--- src/rtl/evm_booth_if.sv ---
// evm_booth_if: booth console request/code/grant bundle plus the Vote_CU strobe/code bus.
interface evm_booth_if #(
  parameter int NUM_BOOTH = 4
);
  logic [NUM_BOOTH-1:0]   booth_req;
  logic [4*NUM_BOOTH-1:0] booth_code;
  logic [NUM_BOOTH-1:0]   booth_grant;
  logic [NUM_BOOTH-1:0]   booth_done;
  logic                   booth_timeout;
  logic                   cu_ballot;
  logic [3:0]             cu_in;

  modport master (
    output booth_req, booth_code,
    input  booth_grant, booth_done, booth_timeout, cu_ballot, cu_in
  );

  modport slave (
    input  booth_req, booth_code,
    output booth_grant, booth_done, booth_timeout, cu_ballot, cu_in
  );
endinterface

--- src/rtl/evm_booth_arbiter.sv ---
// evm_booth_arbiter: round-robin sharing of one Vote_CU among NUM_BOOTH booth consoles.
// Define EVM_BOOTH_STATS_EN to add per-booth saturating accepted-vote counters (booth_count).
module evm_booth_arbiter #(
  parameter int NUM_BOOTH    = 4,
  parameter int BALLOT_PULSE = 2,
  parameter int VOTE_TIMEOUT = 16,
  parameter int HOLD_CYCLES  = 2
) (
  input  logic        clk,
  input  logic        rst_n,
  input  logic        Power,
  input  logic        Close,
  evm_booth_if.slave  bus,
  output logic [11:0] ballots_cast,
  output logic        busy
`ifdef EVM_BOOTH_STATS_EN
  ,
  output logic [8*NUM_BOOTH-1:0] booth_count
`endif
);

  localparam int IW = $clog2(NUM_BOOTH);
  localparam int CW = $clog2(VOTE_TIMEOUT + BALLOT_PULSE + HOLD_CYCLES + 1);

  localparam logic [2:0] S_IDLE    = 3'd0;
  localparam logic [2:0] S_BALLOT  = 3'd1;
  localparam logic [2:0] S_WAIT    = 3'd2;
  localparam logic [2:0] S_HOLD    = 3'd3;
  localparam logic [2:0] S_RELEASE = 3'd4;

  logic [2:0]           state_q, state_d;
  logic [IW-1:0]        ptr_q, ptr_d;
  logic [IW-1:0]        cur_q, cur_d;
  logic [CW-1:0]        cnt_q, cnt_d;
  logic [NUM_BOOTH-1:0] grant_q, grant_d;
  logic [NUM_BOOTH-1:0] done_q, done_d;
  logic                 tmo_q, tmo_d;
  logic                 ballot_q, ballot_d;
  logic [3:0]           cuin_q, cuin_d;
  logic [11:0]          cast_q, cast_d;
  logic                 busy_q, busy_d;
  logic                 inc;

  logic                 found;
  logic [IW-1:0]        winner;
  logic [3:0]           code;
  logic                 code_valid;

  // Scan from the round-robin pointer so the booth just served goes to the back of the line.
  always_comb begin
    int idx;
    idx    = 0;
    found  = 1'b0;
    winner = '0;
    for (int k = 0; k < NUM_BOOTH; k++) begin
      idx = (int'(ptr_q) + k) % NUM_BOOTH;
      if (!found && bus.booth_req[IW'(idx)]) begin
        found  = 1'b1;
        winner = IW'(idx);
      end
    end
  end

  assign code       = bus.booth_code[{cur_q, 2'b00} +: 4];
  assign code_valid = (code != 4'd0) && ((code & (code - 4'd1)) == 4'd0);

  always_comb begin
    state_d  = state_q;
    ptr_d    = ptr_q;
    cur_d    = cur_q;
    cnt_d    = cnt_q;
    grant_d  = grant_q;
    done_d   = '0;
    tmo_d    = 1'b0;
    ballot_d = ballot_q;
    cuin_d   = cuin_q;
    cast_d   = cast_q;
    inc      = 1'b0;
    if (!Power) begin
      state_d  = S_IDLE;
      grant_d  = '0;
      ballot_d = 1'b0;
      cuin_d   = '0;
      cnt_d    = '0;
    end else begin
      case (state_q)
        S_IDLE: begin
          if (!Close && found) begin
            state_d  = S_BALLOT;
            cur_d    = winner;
            grant_d  = NUM_BOOTH'(1) << winner;
            ballot_d = 1'b1;
            cnt_d    = '0;
            ptr_d    = (int'(winner) == NUM_BOOTH - 1) ? '0 : winner + IW'(1);
          end
        end
        S_BALLOT: begin
          if (cnt_q == CW'(BALLOT_PULSE - 1)) begin
            state_d  = S_WAIT;
            ballot_d = 1'b0;
            cnt_d    = '0;
          end else begin
            cnt_d = cnt_q + CW'(1);
          end
        end
        S_WAIT: begin
          if (code_valid) begin
            state_d = S_HOLD;
            cuin_d  = code;
            cnt_d   = '0;
          end else if (cnt_q == CW'(VOTE_TIMEOUT - 1)) begin
            state_d = S_RELEASE;
            grant_d = '0;
            tmo_d   = 1'b1;
          end else begin
            cnt_d = cnt_q + CW'(1);
          end
        end
        S_HOLD: begin
          if (cnt_q == CW'(HOLD_CYCLES - 1)) begin
            state_d = S_RELEASE;
            grant_d = '0;
            cuin_d  = '0;
            done_d  = grant_q;
            inc     = 1'b1;
            if (cast_q != 12'hFFF) cast_d = cast_q + 12'd1;
          end else begin
            cnt_d = cnt_q + CW'(1);
          end
        end
        S_RELEASE: state_d = S_IDLE;
        default:   state_d = S_IDLE;
      endcase
    end
    busy_d = (state_d != S_IDLE);
  end

  always_ff @(posedge clk or negedge rst_n) begin
    if (!rst_n) begin
      state_q  <= S_IDLE;
      ptr_q    <= '0;
      cur_q    <= '0;
      cnt_q    <= '0;
      grant_q  <= '0;
      done_q   <= '0;
      tmo_q    <= 1'b0;
      ballot_q <= 1'b0;
      cuin_q   <= '0;
      cast_q   <= '0;
      busy_q   <= 1'b0;
    end else begin
      state_q  <= state_d;
      ptr_q    <= ptr_d;
      cur_q    <= cur_d;
      cnt_q    <= cnt_d;
      grant_q  <= grant_d;
      done_q   <= done_d;
      tmo_q    <= tmo_d;
      ballot_q <= ballot_d;
      cuin_q   <= cuin_d;
      cast_q   <= cast_d;
      busy_q   <= busy_d;
    end
  end

  assign bus.booth_grant   = grant_q;
  assign bus.booth_done    = done_q;
  assign bus.booth_timeout = tmo_q;
  assign bus.cu_ballot     = ballot_q;
  assign bus.cu_in         = cuin_q;
  assign ballots_cast      = cast_q;
  assign busy              = busy_q;

`ifdef EVM_BOOTH_STATS_EN
  // Counts are retained through Power=0; only rst_n clears them.
  always_ff @(posedge clk or negedge rst_n) begin
    if (!rst_n) begin
      booth_count <= '0;
    end else if (inc) begin
      for (int k = 0; k < NUM_BOOTH; k++) begin
        if (cur_q == IW'(k) && booth_count[8*k +: 8] != 8'hFF)
          booth_count[8*k +: 8] <= booth_count[8*k +: 8] + 8'd1;
      end
    end
  end
`endif

endmodule
--- src/flat_wrapper.sv ---
// flat-port wrapper written by rule: the top's interface ports become plain ports
module evm_booth_arbiter_flat 
#(
  parameter int NUM_BOOTH    = 4,
  parameter int BALLOT_PULSE = 2,
  parameter int VOTE_TIMEOUT = 16,
  parameter int HOLD_CYCLES  = 2
)
  (clk, rst_n, Power, Close, ballots_cast, busy, bus_booth_req, bus_booth_code, bus_booth_grant, bus_booth_done, bus_booth_timeout, bus_cu_ballot, bus_cu_in);
  evm_booth_if #(.NUM_BOOTH(NUM_BOOTH)) bus_i ();
  input  logic clk;
  input  logic rst_n;
  input  logic Power;
  input  logic Close;
  output logic [11:0] ballots_cast;
  output logic busy;
  input wire logic [$bits(bus_i.booth_req)-1:0] bus_booth_req;
  input wire logic [$bits(bus_i.booth_code)-1:0] bus_booth_code;
  output wire logic [$bits(bus_i.booth_grant)-1:0] bus_booth_grant;
  output wire logic [$bits(bus_i.booth_done)-1:0] bus_booth_done;
  output wire logic [$bits(bus_i.booth_timeout)-1:0] bus_booth_timeout;
  output wire logic [$bits(bus_i.cu_ballot)-1:0] bus_cu_ballot;
  output wire logic [$bits(bus_i.cu_in)-1:0] bus_cu_in;
  assign bus_i.booth_req = bus_booth_req;
  assign bus_i.booth_code = bus_booth_code;
  assign bus_booth_grant = bus_i.booth_grant;
  assign bus_booth_done = bus_i.booth_done;
  assign bus_booth_timeout = bus_i.booth_timeout;
  assign bus_cu_ballot = bus_i.cu_ballot;
  assign bus_cu_in = bus_i.cu_in;
  evm_booth_arbiter #(.NUM_BOOTH(NUM_BOOTH), .BALLOT_PULSE(BALLOT_PULSE), .VOTE_TIMEOUT(VOTE_TIMEOUT), .HOLD_CYCLES(HOLD_CYCLES)) u_core (.clk(clk), .rst_n(rst_n), .Power(Power), .Close(Close), .bus(bus_i), .ballots_cast(ballots_cast), .busy(busy));
endmodule
--- config.mk ---
export PLATFORM = sky130hd
export DESIGN_NAME = evm_booth_arbiter_flat
export DESIGN_NICKNAME = d
export VERILOG_FILES = /design/src/rtl/evm_booth_if.sv /design/src/rtl/evm_booth_arbiter.sv /design/src/flat_wrapper.sv
export SDC_FILE = /design/constraint.sdc
export NUM_CORES = 1
export LEC_CHECK = 0
export CAP_MARGIN = 20
export CORE_MARGIN = 3
export CORE_UTILIZATION = 40
export CTS_BUF_LIST = sky130_fd_sc_hd__clkbuf_4
export CTS_CLUSTER_DIAMETER = 40
export DETAILED_ROUTE_END_ITERATION = 7
export PLACE_DENSITY = 0.77
export RECOVER_POWER = 25
export SLEW_MARGIN = 30
export SYNTH_ARGS = -nofsm -noshare
export SYNTH_HDL_FRONTEND = slang
export SYNTH_SLANG_ARGS = --single-unit
--- constraint.sdc ---
create_clock -name clk -period 2.33 [get_ports clk]
set_input_delay 0.466 -clock clk [delete_from_list [all_inputs] [get_ports clk]]
set_output_delay 0.466 -clock clk [all_outputs]
set_load 0.1 [all_outputs]
Word level (Yosys, flattened, before mapping)
Cells that the tools add are included.
Operators by class
  mux-type cells: 55
  $add $sub $neg: 7
  magnitude comparators: 4
  bitwise gates (word level): 1
  reduce and logical (&&, ||, !) cells: 19
  eq/ne operators: 19
  shift operators: 2
Operator list (number)
  $mux 4: 10
  $mux 5: 6
  $pmux 5 s4: 1
  $mux 1: 19
  $mux 3: 6
  $lt 2x4->1 const B: 4
  $shiftx 16x5->4: 1
  $ne 3x2->1 const B: 5
  $add 12x1->12 const B: 1
  $ne 12x12->1 const B: 1
  $pmux 3 s4: 1
  $pmux 4 s3: 1
  $mux 2: 5
  $reduce_and 3->1: 3
  $bmux 1 s2: 4
  $pmux 4 s2: 1
  $reduce_and 4->1: 2
  $eq 3x2->1 const B: 2
  $ne 3x1->1 const B: 2
  $ne 3x3->1 const B: 2
  $add 5x1->5 const B: 1
  $eq 5x1->1 const B: 1
  $eq 5x4->1 const B: 1
  $logic_and 1x1->1: 5
  other kinds (17): 22
Word-level totals
  logic and storage cells: 118
  output and inout bits: 27
  register bits after elaboration: 39
  bits of input ports: 24

Logic depth before layout (Yosys ltp)
Gate-level depths: netlist of run 1.
  word-level depth: 18
  depth in mapped cells: 9

Least setup slack after synthesis of run 1
No wires, ideal clock.
  path kind: reg2reg
  from: reg u_core.cast_q[0], in the netlist u_core.ballots_cast[0]
  to: reg u_core.cast_q[11], in the netlist u_core.ballots_cast[11]
  setup slack: -454 ps
  required time: 2168 ps
  path buffers: 0
  clock period less this slack: 2784 ps
  arrival: 2622 ps
  cell stages (with the launch flop): 9
  cells stage by stage: dfrtp_1 -> ha_1 -> and3_1 -> and3_1 -> a41oi_1 -> and4_1 -> nand3_1 -> nor2_1 -> xor2_1
On the way
  longest elaborated chain between the ends: 2
  elaborated cells between the ends (all ways): 3
  those cells by class: add/sub: 1; eq/ne: 1; reduce/logical: 1
RTL lines
  start, declared: RTL line evm_booth_arbiter.sv:40  | logic [11:0] cast_q, cast_d;
  start signal, assigned: RTL line evm_booth_arbiter.sv:161  | cast_q <= cast_d;
  parallel branches: the longest is 2 deep, another holds $add 12x1->12
Parallel ways; which one is timed is not known.
A chain may end at the register's enable or synchronous reset.

Final worst setup path of run 1
  from: in bus_booth_code[11]
  to: reg u_core.grant_q[1], in the netlist u_core.bus.booth_grant[1]
On the way
  longest elaborated chain between the ends: 7
  elaborated cells between the ends (all ways): 8
  those cells by class: add/sub: 1; eq/ne: 1; shift: 1; bitwise: 1; reduce/logical: 4
RTL lines
  start, declared: RTL line flat_wrapper.sv:18  | input wire logic [$bits(bus_i.booth_code)-1:0] bus_booth_code;
  $shiftx 16x5->4 *: RTL line evm_booth_arbiter.sv:64  | assign code = bus.booth_code[{cur_q, 2'b00} +: 4];
  $sub 4x1->4: RTL line evm_booth_arbiter.sv:65  | assign code_valid = (code != 4'd0) && ((code & (code - 4'd1)) == 4'd0);
  $and 4x4->4: RTL line evm_booth_arbiter.sv:65
  $logic_not 4->1: RTL line evm_booth_arbiter.sv:65
  $logic_and 1x1->1 *: RTL line evm_booth_arbiter.sv:65
  $ne 3x3->1 (no line) *
  $reduce_and 5->1 (no line) *
  end signal, assigned: RTL line evm_booth_arbiter.sv:156  | grant_q <= grant_d;
  end, declared: RTL line evm_booth_arbiter.sv:35  | logic [NUM_BOOTH-1:0] grant_q, grant_d;
Mark *: on every way between the ends. The rest lies on a longest branch, timed or not.

==> results of run 1 <==
==> final timing paths <==
path / cells past startpoint / endpoint / slack [ns]
setup / recovery: 8 / u_core.bus.booth_grant[1] / -0.07
hold / removal: 1 / u_core.ballots_cast[3] / 0.42
setup reg to reg: 7 / u_core.bus.booth_grant[1] / -0.05
hold reg to reg: 1 / u_core.ballots_cast[3] / 0.51
max in group asynchronous: 1 / u_core.ballots_cast[1] / 0.91
min in group clk: 1 / u_core.ballots_cast[3] / 0.51
==> metal layers <==
layer  GRT usage [%]  part of all wire [%]  vias up
li1                -                     -      832
met3            5.22                   7.1        6
met2            24.9                    47       52
met1            19.5                    45      807
met4            5.34                   1.3        0
met5               0                     0        -
==> power by group through the flow <==
stage	clock network (mW)	logic (mW)	registers, mW
2_1_floorplan	0	0.442	1.04
3_3_place_gp	0	0.897	0.880
3_5_place_dp	0	0.918	0.882
4_1_cts	0.452	0.921	0.874
5_1_grt	0.482	1.04	0.887
6_report	0.434	0.959	0.872
==> metrics by stage <==
| stage | TNS [ns] | std cells | hold slack [ns] | power, mW | area [um2] |
|---|---|---|---|---|---|
| after CTS | -0.232 | 327 | 0.113 | 2.25 | 2800 |
| after global routing | -1.20 | 330 | 0.527 | 2.41 | 2830 |
| after floorplan | 0 | 185 | 0.170 | 1.48 | 2070 |
| after detailed placement | -5.32 | 319 | 0.505 | 1.80 | 2720 |
| after global placement | -4.47 | 319 | 0.476 | 1.78 | 2720 |
| final | -0.253 | 330 | 0.422 | 2.27 | 2830 |
==> flip-flops by register name, summed over array words and instances, names as in the netlist <==
signal	count
u_core.ballots_cast	12
u_core.cnt_q	5
u_core.bus.booth_done	4
u_core.bus.booth_grant	4
u_core.bus.cu_in	4
u_core.state_q	3
u_core.cur_q	2
u_core.ptr_q	2
u_core.bus.booth_timeout	1
u_core.bus.cu_ballot	1
u_core.busy	1
==> worst max-delay path, cell delays in order <==
cell and delay (ns):
clkdlybuf4s50_1 0.40, mux4_2 0.50, xor2_1 0.16, mux2i_1 0.22, o21a_2 0.20, a31oi_2 0.10, o211a_1 0.28, a221o_1 0.30
==> area by class of cell <==
class	instances	area [um2]
fill	421	1990
multi-input combinational	133	1030
sequential	39	988
timing repair buffer	74	609
tap	67	83.8
clock inverter	3	38.8
clock buffer	5	37.5
inverter	9	33.8
==> cell families (layout without fill, tap and decap cells) <==
group	after synthesis	after routing	share of synthesized area [%]
xor gates and xnor gates	13	13	5.57
DFF	39	39	47.7
and+or+nand+nor	63	63	16.6
AOI/OAI and AO/OA	39	39	15.1
buffers and inverters	13	91	2.51
adders and majority gates	8	8	4.90
muxes	10	10	7.59
==> repair_timing <==
| action | in CTS | in global routing |
|---|---|---|
| buffers inserted | 0 | 3 |
| resized for setup | 4 | 2 |
| setup endpoints to repair | 9 | 13 |
| gates cloned | 0 | 0 |
==> cell usage in the layout (no fill, tap or decap), types with 2 or more instances in the layout <==
cell	n
buf_4	51
dfrtp_1	33
clkdlybuf4s50_1	18
nor2_1	14
nand2_1	13
inv_1	9
a21oi_1	8
and3_1	8
xnor2_1	7
ha_1	7
xor2_1	6
nand3_1	5
and2_1	5
a22o_1	5
clkbuf_4	5
o21ai_0	4
mux4_2	4
nor3_1	4
a221o_1	4
mux2_2	4
dfrtp_2	4
a211oi_1	3
nor2b_1	3
nand4_1	3
mux2i_1	2
nor4_1	2
o21bai_1	2
and4_1	2
a31oi_2	2
o31ai_1	2
dlygate4sd2_1	2
dlymetal6s2s_1	2
dfrtp_4	2
==> impl_metrics.json, run 1 <==
{
  "startpoint": "bus_booth_code[11]",
  "ys_seq_area_share_pct": 47.7,
  "async_flop_share_pct": 100,
  "place.gp.congestion": 0.855,
  "ys.flop_type": "dfrtp_1",
  "htreeDepth": 2,
  "required_ns": 2.56,
  "status": "complete, but fails checks",
  "vdd_ir_drop_max_uv": 424,
  "reg2reg_from": "u_core.cur_q[0]",
  "io_buffers": 50,
  "ctsHoldBuffers": 0,
  "vias": 1697,
  "num_antenna_cells": 0,
  "intPower_mw": 1.41,
  "p_leak_nw": 1.38,
  "final_nets": 294,
  "power.density_nw_per_um2": 802,
  "drive_gt1_share_pct": 30.0,
  "fp.dieH_um": 77.5,
  "drt_iter0_drc": 62,
  "io_pins": 51,
  "syn_inst": 185,
  "clk_latency_ns": 0.34,
  "synth_cell_type_count": 42,
  "period_share_pct": 103,
  "max_freq_mhz": 417,
  "grt_max_degree": 28,
  "rsz0062_at_grt": "yes",
  "layout_setup_ws_ns": -0.0657,
  "clockRootBuffer": "clkbuf_4",
  "hp-class": "in -> async",
  "hold_viol": 0,
  "syn2layout_area_growth_pct": 38.2,
  "worst_slew_margin_rel_pct": 5.96,
  "row_count": 25,
  "sequentialPowerShare_pct": 38.5,
  "finalClockSkew_ns": 0.0113,
  "yosysMostFrequentCell": "dfrtp_1",
  "cts_tree": "built",
  "drc": 0,
  "synth_edf_count": 0,
  "power_frac_comb_pct": 42.3,
  "synth_nets": 217,
  "worstSetupPathType": "in -> reg",
  "core_area_um2": 4820,
  "synthTopCellsByArea": "dfrtp_1 48%, ha_1 4.9%, mux4_2 4.4%",
  "firstDrtPassIters": 4,
  "tightest_slew_ns": 1.41,
  "grt_overflow": 0,
  "wl_per_cell_um": 13.3,
  "switchingPower_mw": 0.853,
  "grt_pass1_wl_um": 7450,
  "start_kind": "input port",
  "die_w_um": 77.5,
  "vias_per_cell": 5.14,
  "ys_seq_elements": 39,
  "arrival_ns": 2.63,
  "fin_crit_ns": 2.40,
  "end_kind": "register",
  "wirelength_um": 4390,
  "antenna_found_initial": 0,
  "synthesis.area_um2": 2040,
  "place_ws_ns": -0.438,
  "syn_area_per_cell_um2": 11.1,
  "clk_transition_reported_paths_ns": 0.12,
  "violations": "negative setup slack",
  "grtUsageTotal_pct": 15.5,
  "utilization_pct": 58.6,
  "cts_sinks": 39,
  "max-cap-violations": 0,
  "clkPwrFrac_pct": 19.2,
  "p_sw_share_pct": 37.6,
  "synth_warnings": 0,
  "initial_core_util_pct": 42.4,
  "setup_violations": 5,
  "dp_hpwl_um": 3480,
  "clock_path_buffers": 2,
  "path_max_fanout": 4,
  "ant_nets": 0,
  "grt_pass1_vias": 1636,
  "drv_slew": 0,
  "synth_commonest_cells": "39 x dfrtp_1, 14 x nor2_1, 13 x nand2_1",
  "synth_top_cell_by_area": "dfrtp_1",
  "dieArea_um2": 6000,
  "synth_top_area_share_pct": 47.7,
  "cts_made_buffers": 5
}
No activity file was read; power rests on OpenSTA's default activity.
==> run 2, diff against run 1 <==
==> constraint.sdc (replaced) <==
create_clock -name clk -period 2.1 [get_ports clk]
set_input_delay 0.42 -clock clk [delete_from_list [all_inputs] [get_ports clk]]
set_output_delay 0.42 -clock clk [all_outputs]
set_load 0.1 [all_outputs]
==> impl_metrics.json, run 2 (synthesis results as in run 1) <==
{
  "io_pins": 51,
  "place_ws_ns": -0.628,
  "tightest_slew_ns": 1.12,
  "violations": "negative setup slack",
  "clk_latency_ns": 0.35,
  "crit_slowest_cell": "mux4_2",
  "dieArea_um2": 6000,
  "wl_per_cell_um": 13.2,
  "vias_per_cell": 5.13,
  "cts_tree": "built",
  "grt_pass1_vias": 1638,
  "place.gp.congestion": 0.822,
  "period_share_pct": 113,
  "firstDrtPassIters": 4,
  "power.density_nw_per_um2": 906,
  "path_cells": "clkdlybuf4s50_1 -> mux4_2 -> xor2_1 -> mux2i_4 -> o21a_2 -> a31oi_1 -> o211a_1 -> a221o_1",
  "layout_setup_ws_ns": -0.264,
  "end_kind": "register",
  "die_w_um": 77.5,
  "wirelength_um": 4400,
  "hold_viol": 0,
  "final_common_cell": "buf_4",
  "placed_cells": 321,
  "core_area_um2": 4820,
  "max_freq_mhz": 423,
  "num_antenna_cells": 0,
  "p_leak_nw": 1.37,
  "drive_gt1_share_pct": 36.0,
  "fp.dieH_um": 77.5,
  "start_kind": "input port",
  "row_count": 25,
  "grtUsageTotal_pct": 14.9,
  "vias": 1712,
  "fin_cells": 334,
  "drv_slew": 0,
  "clk_transition_reported_paths_ns": 0.11,
  "initial_core_util_pct": 42.4,
  "io_buffers": 50,
  "ant_nets": 0,
  "status": "complete, but fails checks",
  "utilization_pct": 61.5,
  "vdd_ir_drop_max_uv": 487,
  "required_ns": 2.34,
  "max-cap-violations": 0,
  "grt_max_degree": 22,
  "fin_crit_ns": 2.36,
  "clock_path_buffers": 2,
  "cts_sinks": 39,
  "rsz0062_at_grt": "yes",
  "arrival_ns": 2.60,
  "final_nets": 298,
  "hp-class": "in -> async",
  "fin_setup_tns_ns": -2.68,
  "drc": 0,
  "power.total_mw": 2.68,
  "grt_overflow": 0,
  "drt_iter0_drc": 75,
  "setup_violations": 15,
  "slowest_delay_ns": 0.53,
  "num-fill-cells": 410,
  "antenna_found_initial": 0,
  "path_max_fanout": 4,
  "syn2layout_area_growth_pct": 44.8,
  "htreeDepth": 2,
  "grt_pass1_wl_um": 7180,
  "finalClockSkew_ns": 0.00348,
  "clockRootBuffer": "clkbuf_4",
  "cts_made_buffers": 5,
  "worst_slew_margin_rel_pct": 25.6,
  "worstSetupPathType": "in -> reg",
  "layout_common_cells": "53 x buf_4, 29 x dfrtp_1, 22 x clkdlybuf4s50_1",
  "dp_hpwl_um": 3400,
  "largest_reg_flops": 12
}
run 2: power breakdown:
part           internal (mW)  total [mW]  switching (mW)  leakage, nW
clock                  0.245       0.492           0.247       0.0426
combinational          0.570        1.23           0.657        0.814
sequential             0.840       0.964           0.124        0.513
run 2: final timing paths:
path | start | end | slack, ns | depth (start not counted)
max | bus_booth_code[15] | u_core.bus.booth_grant[0] | -0.26 | 8
min reg2reg | u_core.ballots_cast[3] | u_core.ballots_cast[3] | 0.50 | 1
max in group asynchronous | rst_n | u_core.ballots_cast[9] | 0.29 | 2
min in group clk | u_core.ballots_cast[3] | u_core.ballots_cast[3] | 0.50 | 1
min | rst_n | u_core.ballots_cast[0] | 0.21 | 1
max reg2reg | u_core.cur_q[0] | u_core.bus.booth_grant[0] | -0.25 | 7
run 2: repair_timing:
action	4_1_cts	5_1_grt
setup buffers	3	2
setup endpoints to repair	14	18
hold buffers	0	0
pin swaps	1	11
resized for setup	5	12
run 2: through the flow:
step / instance area (um2) / hold WS [ns]
after floorplan: 2110 / 0.124
after global placement: 2790 / 0.391
after detailed placement: 2790 / 0.403
after CTS: 2920 / 0.00466
after global routing: 2960 / 0.259
final: 2960 / 0.206
run 2: critical path: cells and delay by family:
kind	cells	cell delay, ns
buf+inv	1	0.41
mux	2	0.72
compound gates	4	0.87
xor+xnor	1	0.19
run 2: final cells by class:
| class | count | area [um2] | area share, % |
|---|---|---|---|
| well taps | 67 | 83.8 | 2.83 |
| repair buffers | 78 | 637 | 21.5 |
| flip-flops and latches | 39 | 993 | 33.6 |
| inverters | 9 | 33.8 | 1.14 |
| clock buffers | 5 | 37.5 | 1.27 |
| clock inverters | 3 | 38.8 | 1.31 |
| multi-input cells | 133 | 1140 | 38.4 |
run 2: layer usage:
layer  routed length, um  up-vias  track usage (%)
met4                  53        0             5.34
met3                 238        5             3.36
met1                1930      816             19.3
li1                    -      844                -
met5                   0        -                0
met2                2180       47             24.5
